**src/rtl/expansion_pkg.sv**
```systemverilog
// Shared types and constants for the expansion shift-register frame sequencer.
package expansion_pkg;

  typedef enum logic [2:0] {
    IDLE,
    PRELOAD,
    SHIFT,
    LATCH,
    DONE
  } state_t;

  // Ticks SHIFT_LOAD is held low for the 165 parallel load and the 595 latch.
  localparam int LOAD_TICKS    = 2;
  localparam int LATCH_TICKS   = 2;

  localparam int FRAME_COUNT_W = 16;

endpackage

```
**src/rtl/shiftreg_tick_gen.sv**
```systemverilog
// Tick generator: one-cycle pulse every DIVIDER clk cycles, with synchronous restart.
module shiftreg_tick_gen #(
  parameter int DIVIDER = 100
) (
  input  logic clk,
  input  logic reset_n,
  input  logic restart,
  output logic tick
);

  localparam int                CNT_W = $clog2(DIVIDER + 1);
  localparam logic [CNT_W-1:0]  LAST  = CNT_W'(DIVIDER - 1);

  logic [CNT_W-1:0] cnt;

  // Free-running modulo-DIVIDER counter; restart forces it back to zero so a
  // frame's first tick lands exactly DIVIDER cycles after the restart.
  always_ff @(posedge clk) begin
    if (!reset_n || restart) begin
      cnt <= '0;
    end else if (cnt == LAST) begin
      cnt <= '0;
    end else begin
      cnt <= cnt + CNT_W'(1);
    end
  end

  assign tick = (cnt == LAST);

endmodule

```
**src/rtl/expansion_shiftreg_ctrl.sv**
```systemverilog
// Frame sequencer for a daisy-chained 74HC165 / 74HC595 expansion chain:
// parallel-load inputs, shift WIDTH bits full-duplex, latch outputs, publish.
module expansion_shiftreg_ctrl
  import expansion_pkg::*;
#(
  parameter int WIDTH   = 16,
  parameter int DIVIDER = 100
) (
  input  logic                     clk,
  input  logic                     reset_n,
  input  logic                     start,
  input  logic                     continuous,
  input  logic [WIDTH-1:0]         data_out,
  output logic [WIDTH-1:0]         data_in,
  output logic                     busy,
  output logic                     frame_done,
  output logic [FRAME_COUNT_W-1:0] frame_count,
  output logic                     SHIFT_CLK,
  output logic                     SHIFT_LOAD,
  output logic                     SHIFT_OUT,
  input  logic                     SHIFT_IN
);

  localparam int               BIT_W       = $clog2(WIDTH);
  localparam logic [BIT_W-1:0] BIT_LAST    = BIT_W'(WIDTH - 1);
  localparam logic [1:0]       LOAD_LAST   = 2'(LOAD_TICKS - 1);
  localparam logic [1:0]       LATCH_LAST  = 2'(LATCH_TICKS - 1);

  state_t           state;
  logic [WIDTH-1:0] tx;
  logic [WIDTH-1:0] rx;
  logic [BIT_W-1:0] bit_idx;
  logic [1:0]       ph_cnt;
  logic             tick;

  // Holding the tick counter in restart throughout IDLE means every frame
  // begins with a fresh count on its first PRELOAD cycle.
  shiftreg_tick_gen #(
    .DIVIDER (DIVIDER)
  ) u_tick_gen (
    .clk     (clk),
    .reset_n (reset_n),
    .restart (state == IDLE),
    .tick    (tick)
  );

  // Frame FSM with registered chain pins and result outputs.
  always_ff @(posedge clk) begin
    if (!reset_n) begin
      state       <= IDLE;
      SHIFT_CLK   <= 1'b0;
      SHIFT_LOAD  <= 1'b1;
      SHIFT_OUT   <= 1'b0;
      data_in     <= '0;
      busy        <= 1'b0;
      frame_done  <= 1'b0;
      frame_count <= '0;
      bit_idx     <= '0;
      ph_cnt      <= '0;
    end else begin
      frame_done <= 1'b0;
      case (state)
        IDLE: begin
          if (start || continuous) begin
            tx         <= data_out;
            busy       <= 1'b1;
            SHIFT_LOAD <= 1'b0;
            ph_cnt     <= '0;
            state      <= PRELOAD;
          end
        end
        PRELOAD: begin
          if (tick) begin
            if (ph_cnt == LOAD_LAST) begin
              // tx is consumed MSB-first by shifting left; zeros fill in, so
              // SHIFT_OUT naturally returns to 0 after the last bit.
              SHIFT_LOAD <= 1'b1;
              SHIFT_OUT  <= tx[WIDTH-1];
              tx         <= {tx[WIDTH-2:0], 1'b0};
              bit_idx    <= '0;
              state      <= SHIFT;
            end else begin
              ph_cnt <= ph_cnt + 2'd1;
            end
          end
        end
        SHIFT: begin
          if (tick) begin
            if (!SHIFT_CLK) begin
              // Sample on the rising cycle, before the 165 advances.
              SHIFT_CLK <= 1'b1;
              rx        <= {rx[WIDTH-2:0], SHIFT_IN};
            end else begin
              SHIFT_CLK <= 1'b0;
              SHIFT_OUT <= tx[WIDTH-1];
              tx        <= {tx[WIDTH-2:0], 1'b0};
              if (bit_idx == BIT_LAST) begin
                SHIFT_LOAD <= 1'b0;
                ph_cnt     <= '0;
                state      <= LATCH;
              end else begin
                bit_idx <= bit_idx + BIT_W'(1);
              end
            end
          end
        end
        LATCH: begin
          if (tick) begin
            if (ph_cnt == LATCH_LAST) begin
              // Publish in the same edge that raises SHIFT_LOAD so data_in,
              // frame_done and frame_count all become visible in DONE.
              SHIFT_LOAD  <= 1'b1;
              data_in     <= rx;
              frame_done  <= 1'b1;
              frame_count <= frame_count + FRAME_COUNT_W'(1);
              state       <= DONE;
            end else begin
              ph_cnt <= ph_cnt + 2'd1;
            end
          end
        end
        DONE: begin
          busy  <= 1'b0;
          state <= IDLE;
        end
        default: state <= IDLE;
      endcase
    end
  end

endmodule

```
**config.mk**
```make
export PLATFORM = sky130hd
export DESIGN_NAME = expansion_shiftreg_ctrl
export DESIGN_NICKNAME = d
export VERILOG_FILES = /design/src/rtl/expansion_pkg.sv /design/src/rtl/shiftreg_tick_gen.sv /design/src/rtl/expansion_shiftreg_ctrl.sv
export SDC_FILE = /design/constraint.sdc
export NUM_CORES = 1
export LEC_CHECK = 0
export CAP_MARGIN = 20
export CORE_ASPECT_RATIO = 0.9
export CORE_MARGIN = 2
export CORE_UTILIZATION = 55
export CTS_BUF_LIST = sky130_fd_sc_hd__clkbuf_2 sky130_fd_sc_hd__clkbuf_4 sky130_fd_sc_hd__clkbuf_8
export CTS_CLUSTER_DIAMETER = 40
export DETAILED_ROUTE_END_ITERATION = 7
export GPL_TIMING_DRIVEN = 0
export PLACE_DENSITY_LB_ADDON = 0.12
export SETUP_SLACK_MARGIN = 0.2
export SLEW_MARGIN = 20
export SYNTH_ARGS = -nofsm -noshare
export SYNTH_HDL_FRONTEND = slang
export SYNTH_SLANG_ARGS = --single-unit
```
**constraint.sdc**
```tcl
create_clock -name clk -period 4.96 [get_ports clk]
set_input_delay 0.992 -clock clk [delete_from_list [all_inputs] [get_ports clk]]
set_output_delay 0.992 -clock clk [all_outputs]
set_load 0.01 [all_outputs]
```
==> run_results.csv <==
group,metric,value,unit
global_route,grt_antenna_before_repair,0,
global_route,total_grt_overflow,0,
setup_path,critical_path.startpoint_type,"input pin",
power,power_per_cell_area,315,mW/mm2
clock_network,clkSlewWorstSetupHoldPaths,90,ps
timing,maxSlewHeadroom,46.5,%
floorplan,floorplan.die.width,88.7,um
placed_design,place_congestion,0.770,
clock_network,tritoncts_clock_tree,"built",
clock_network,clock_root_cell,"sky130_fd_sc_hd__clkbuf_8",
timing,period_share,52.9,%
global_route,global_route.usage.total,22.2,%
timing,layout_setup_ws,2330,ps
worst_hold_path,holdCritStartpoint,"u_tick_gen.cnt[0]$_SDFF_PP0_",
route,wire_per_inst,14.5,um
global_route,via_count_of_the_first_global_routing_pass,2631,
setup_path,startpoint,"reset_n",
global_route,grt_start_max_net_pins,17,
route,first_pass_iters,4,
job,drv.max_cap_violation_count,0,
placed_design,port_buffers,57,
clock_network,hold_buffers,0,
placed_design,hpwlAfterDp,4880,um
power,power,1.42,mW
placed_design,placed_instance_area,0.00427,mm2
route,drtIter0Drc,129,
logic_synthesis,async_reset_ff_share,0,%
setup_path,reg2reg_from,"u_tick_gen.cnt[0]$_SDFF_PP0_",
floorplan,chipHeight,80.2,um
clock_network,clock_latency,350,ps
cells_and_area,antenna_cells_inserted,0,
logic_synthesis,yosys_most_used_dff,"sky130_fd_sc_hd__dfxtp_1",
cells_and_area,flow.area_growth_from_synthesis,27.4,%
setup_path,critical_path_peak_fanout,7,
placed_design,dp_slack,1980,ps
logic_synthesis,synthDistinctLibCells,55,
floorplan,io-pin-count,58,
timing,final-max-slew-violation-count,0,
logic_synthesis,yosysWarningCount,0,
clock_network,post-cts-setup-buffer-count,0,
setup_path,end_kind,"flip-flop",
setup_path,critical_path_required,5020,ps
timing,setup_viol,0,
cells_and_area,layoutNonFillerInstCount,492,
outcome,outcome,"finished, final reports clean",
timing,hold_fails_final_rpt,0,
timing,fmax,0.381,GHz
cells_and_area,final_core_util,73.1,%
floorplan,floorplan.initialDensity,57.4,%
cells_and_area,fill_cells,458,
clock_network,cts_buffers,9,
logic_synthesis,yosysSeqAreaShare,57.0,%
clock_network,clock_sink_count,85,
floorplan,design.die.area,0.00711,mm2
setup_path,worst_ep_arrival_time,2690,ps
logic_synthesis,synth-edff-count,32,
cells_and_area,layout.nets,425,
logic_synthesis,netlist.top_cell.by_area,"sky130_fd_sc_hd__dfxtp_1",
cells_and_area,layout-drive-gt1-share,15.6,%
timing,fin_skew,12.1,ps
cells_and_area,final_area,0.00452,mm2
global_route,grt_first_pass_wirelength,12100,um
clock_network,clk_path_buf_depth,2,
floorplan,row_count,27,
logic_synthesis,syn_area,0.00355,mm2
route,drt_wl_total,7110,um
cells_and_area,multi_input_comb_area,0.00138,mm2
clock_network,h_tree_levels,3,
timing,grt_setup_unrepaired,"false",
timing,final.setup.tns,0,ps
route,detail_route.vias_per_cell,5.51,
cells_and_area,sequential_cell_area,0.00202,mm2
timing,final.hold.worst_slack,445,ps
timing,worstMarginPinSlew,796,ps
timing,layout_min_cycle_time,2630,ps
logic_synthesis,syn-instance-count,327,
setup_path,setup.worst_path.class,"input pin to flip-flop",
logic_synthesis,avgSynthCellArea,10.8,um2
route,drt.antenna.violating_nets,0,
clock_network,cts-resized-gates,0,
logic_synthesis,yosys.area.top_type_share,29.9,%
placed_design,dp.cells,476,
logic_synthesis,post_synthesis_net_count,352,
floorplan,floorplan.core_area,0.00618,mm2
route,via_count,2712,
logic_synthesis,synth_top_cells_by_area,"sky130_fd_sc_hd__dfxtp_1 30%, sky130_fd_sc_hd__edfxtp_1 27%, sky130_fd_sc_hd__mux2_2 4.8%, sky130_fd_sc_hd__nand2_1 4.4%, sky130_fd_sc_hd__a21oi_1 4.4%",
route,remaining_drc_errors,0,
power,peakVddDrop,0.296,mV
power,p_leak,1.56,nW
worst_hold_path,hold_path_class,"flip-flop to flip-flop",
logic_synthesis,synth_seq_cells,85,
==> cell type report <==
type,count,share of cell area [%]
buffer,18,2.66
inverter,9,0.748
multi-input combinational,215,30.6
timing repair buffer,62,13.3
sequential,85,44.8
tap,87,2.41
clock buffer,9,2.74
clock inverter,7,2.77
==> worst paths after layout <==
path	endpoint	slack [ps]	cells after the start
setup / recovery	rx[12]$_DFFE_PP_	2330	4
hold / removal	u_tick_gen.cnt[0]$_SDFF_PP0_	450	1
setup reg to reg	rx[12]$_DFFE_PP_	2620	7
hold reg to reg	u_tick_gen.cnt[0]$_SDFF_PP0_	450	1
==> placed cells by master, fill, tap and decap left out, types with 4 or more instances in the layout <==
master,count
sky130_fd_sc_hd__clkdlybuf4s50_1,57
sky130_fd_sc_hd__dfxtp_1,53
sky130_fd_sc_hd__nand2_1,42
sky130_fd_sc_hd__edfxtp_1,32
sky130_fd_sc_hd__a21oi_1,31
sky130_fd_sc_hd__mux2_2,15
sky130_fd_sc_hd__nor2_1,15
sky130_fd_sc_hd__or3_1,11
sky130_fd_sc_hd__clkbuf_8,10
sky130_fd_sc_hd__o21ai_0,10
sky130_fd_sc_hd__buf_2,9
sky130_fd_sc_hd__inv_1,8
sky130_fd_sc_hd__nand3_1,8
sky130_fd_sc_hd__nand2b_1,7
sky130_fd_sc_hd__nand4_1,7
sky130_fd_sc_hd__xnor2_1,6
sky130_fd_sc_hd__clkbuf_1,5
sky130_fd_sc_hd__o311ai_0,5
sky130_fd_sc_hd__buf_6,4
sky130_fd_sc_hd__and3_1,4
sky130_fd_sc_hd__o41ai_1,4
sky130_fd_sc_hd__ha_1,4
sky130_fd_sc_hd__inv_6,4
==> where the power goes <==
part           internal (mW)  total, mW  switching (mW)
sequential             0.738      0.744         0.00531
clock                  0.342      0.602           0.260
combinational         0.0427     0.0775          0.0348
==> flip-flops by register name, summed over array words and instances, names as in the netlist, 2 cells and up <==
signal and flops:
bit_idx 4, data_in 16, frame_count 16, ph_cnt 2, rx 16, state 3, tx 16, u_tick_gen.cnt 7
==> per-layer routing <==
metal / wire length (um) / vias up / track usage [%]
met5: 0 / - / 0
met4: 102 / 0 / 7.27
met3: 312 / 11 / 6.06
met2: 3450 / 65 / 37.0
met1: 3240 / 1309 / 27.8
li1: - / 1327 / -
==> critical path, stage by stage <==
cell and delay (ps):
sky130_fd_sc_hd__clkdlybuf4s50_1 580, sky130_fd_sc_hd__nand2b_1 170, sky130_fd_sc_hd__nor4_2 630, sky130_fd_sc_hd__buf_2 310
==> cell usage after synthesis (2+ instances only) <==
| master | n |
|---|---|
| sky130_fd_sc_hd__dfxtp_1 | 53 |
| sky130_fd_sc_hd__nand2_1 | 42 |
| sky130_fd_sc_hd__edfxtp_1 | 32 |
| sky130_fd_sc_hd__a21oi_1 | 31 |
| sky130_fd_sc_hd__mux2_2 | 15 |
| sky130_fd_sc_hd__nor2_1 | 15 |
| sky130_fd_sc_hd__or3_1 | 11 |
| sky130_fd_sc_hd__o21ai_0 | 10 |
| sky130_fd_sc_hd__inv_1 | 8 |
| sky130_fd_sc_hd__nand3_1 | 8 |
| sky130_fd_sc_hd__nand2b_1 | 7 |
| sky130_fd_sc_hd__nand4_1 | 7 |
| sky130_fd_sc_hd__buf_2 | 6 |
| sky130_fd_sc_hd__xnor2_1 | 6 |
| sky130_fd_sc_hd__clkbuf_1 | 5 |
| sky130_fd_sc_hd__o311ai_0 | 5 |
| sky130_fd_sc_hd__and3_1 | 4 |
| sky130_fd_sc_hd__buf_6 | 4 |
| sky130_fd_sc_hd__ha_1 | 4 |
| sky130_fd_sc_hd__o41ai_1 | 4 |
| sky130_fd_sc_hd__a21boi_0 | 3 |
| sky130_fd_sc_hd__and4_1 | 3 |
| sky130_fd_sc_hd__mux2i_1 | 3 |
| sky130_fd_sc_hd__nor3_1 | 3 |
| sky130_fd_sc_hd__xor2_1 | 3 |
| sky130_fd_sc_hd__a21o_2 | 2 |
| sky130_fd_sc_hd__and4bb_2 | 2 |
| sky130_fd_sc_hd__nor4_1 | 2 |
| sky130_fd_sc_hd__o31ai_1 | 2 |
| sky130_fd_sc_hd__or4_1 | 2 |
==> kinds of logic after synthesis <==
group                    count (synthesis)  share of synthesized area (%)
adder cells (fa/ha/maj)                  4                           1.41
flip-flops                              85                           57.0
AO/OA/AOI/OAI                           66                           11.6
buffers and inverters                   27                           4.34
multiplexers                            18                           5.61
AND/OR/NAND/NOR                        118                           17.8
XOR/XNOR                                 9                           2.22
(Power assumes the default switching activity.)
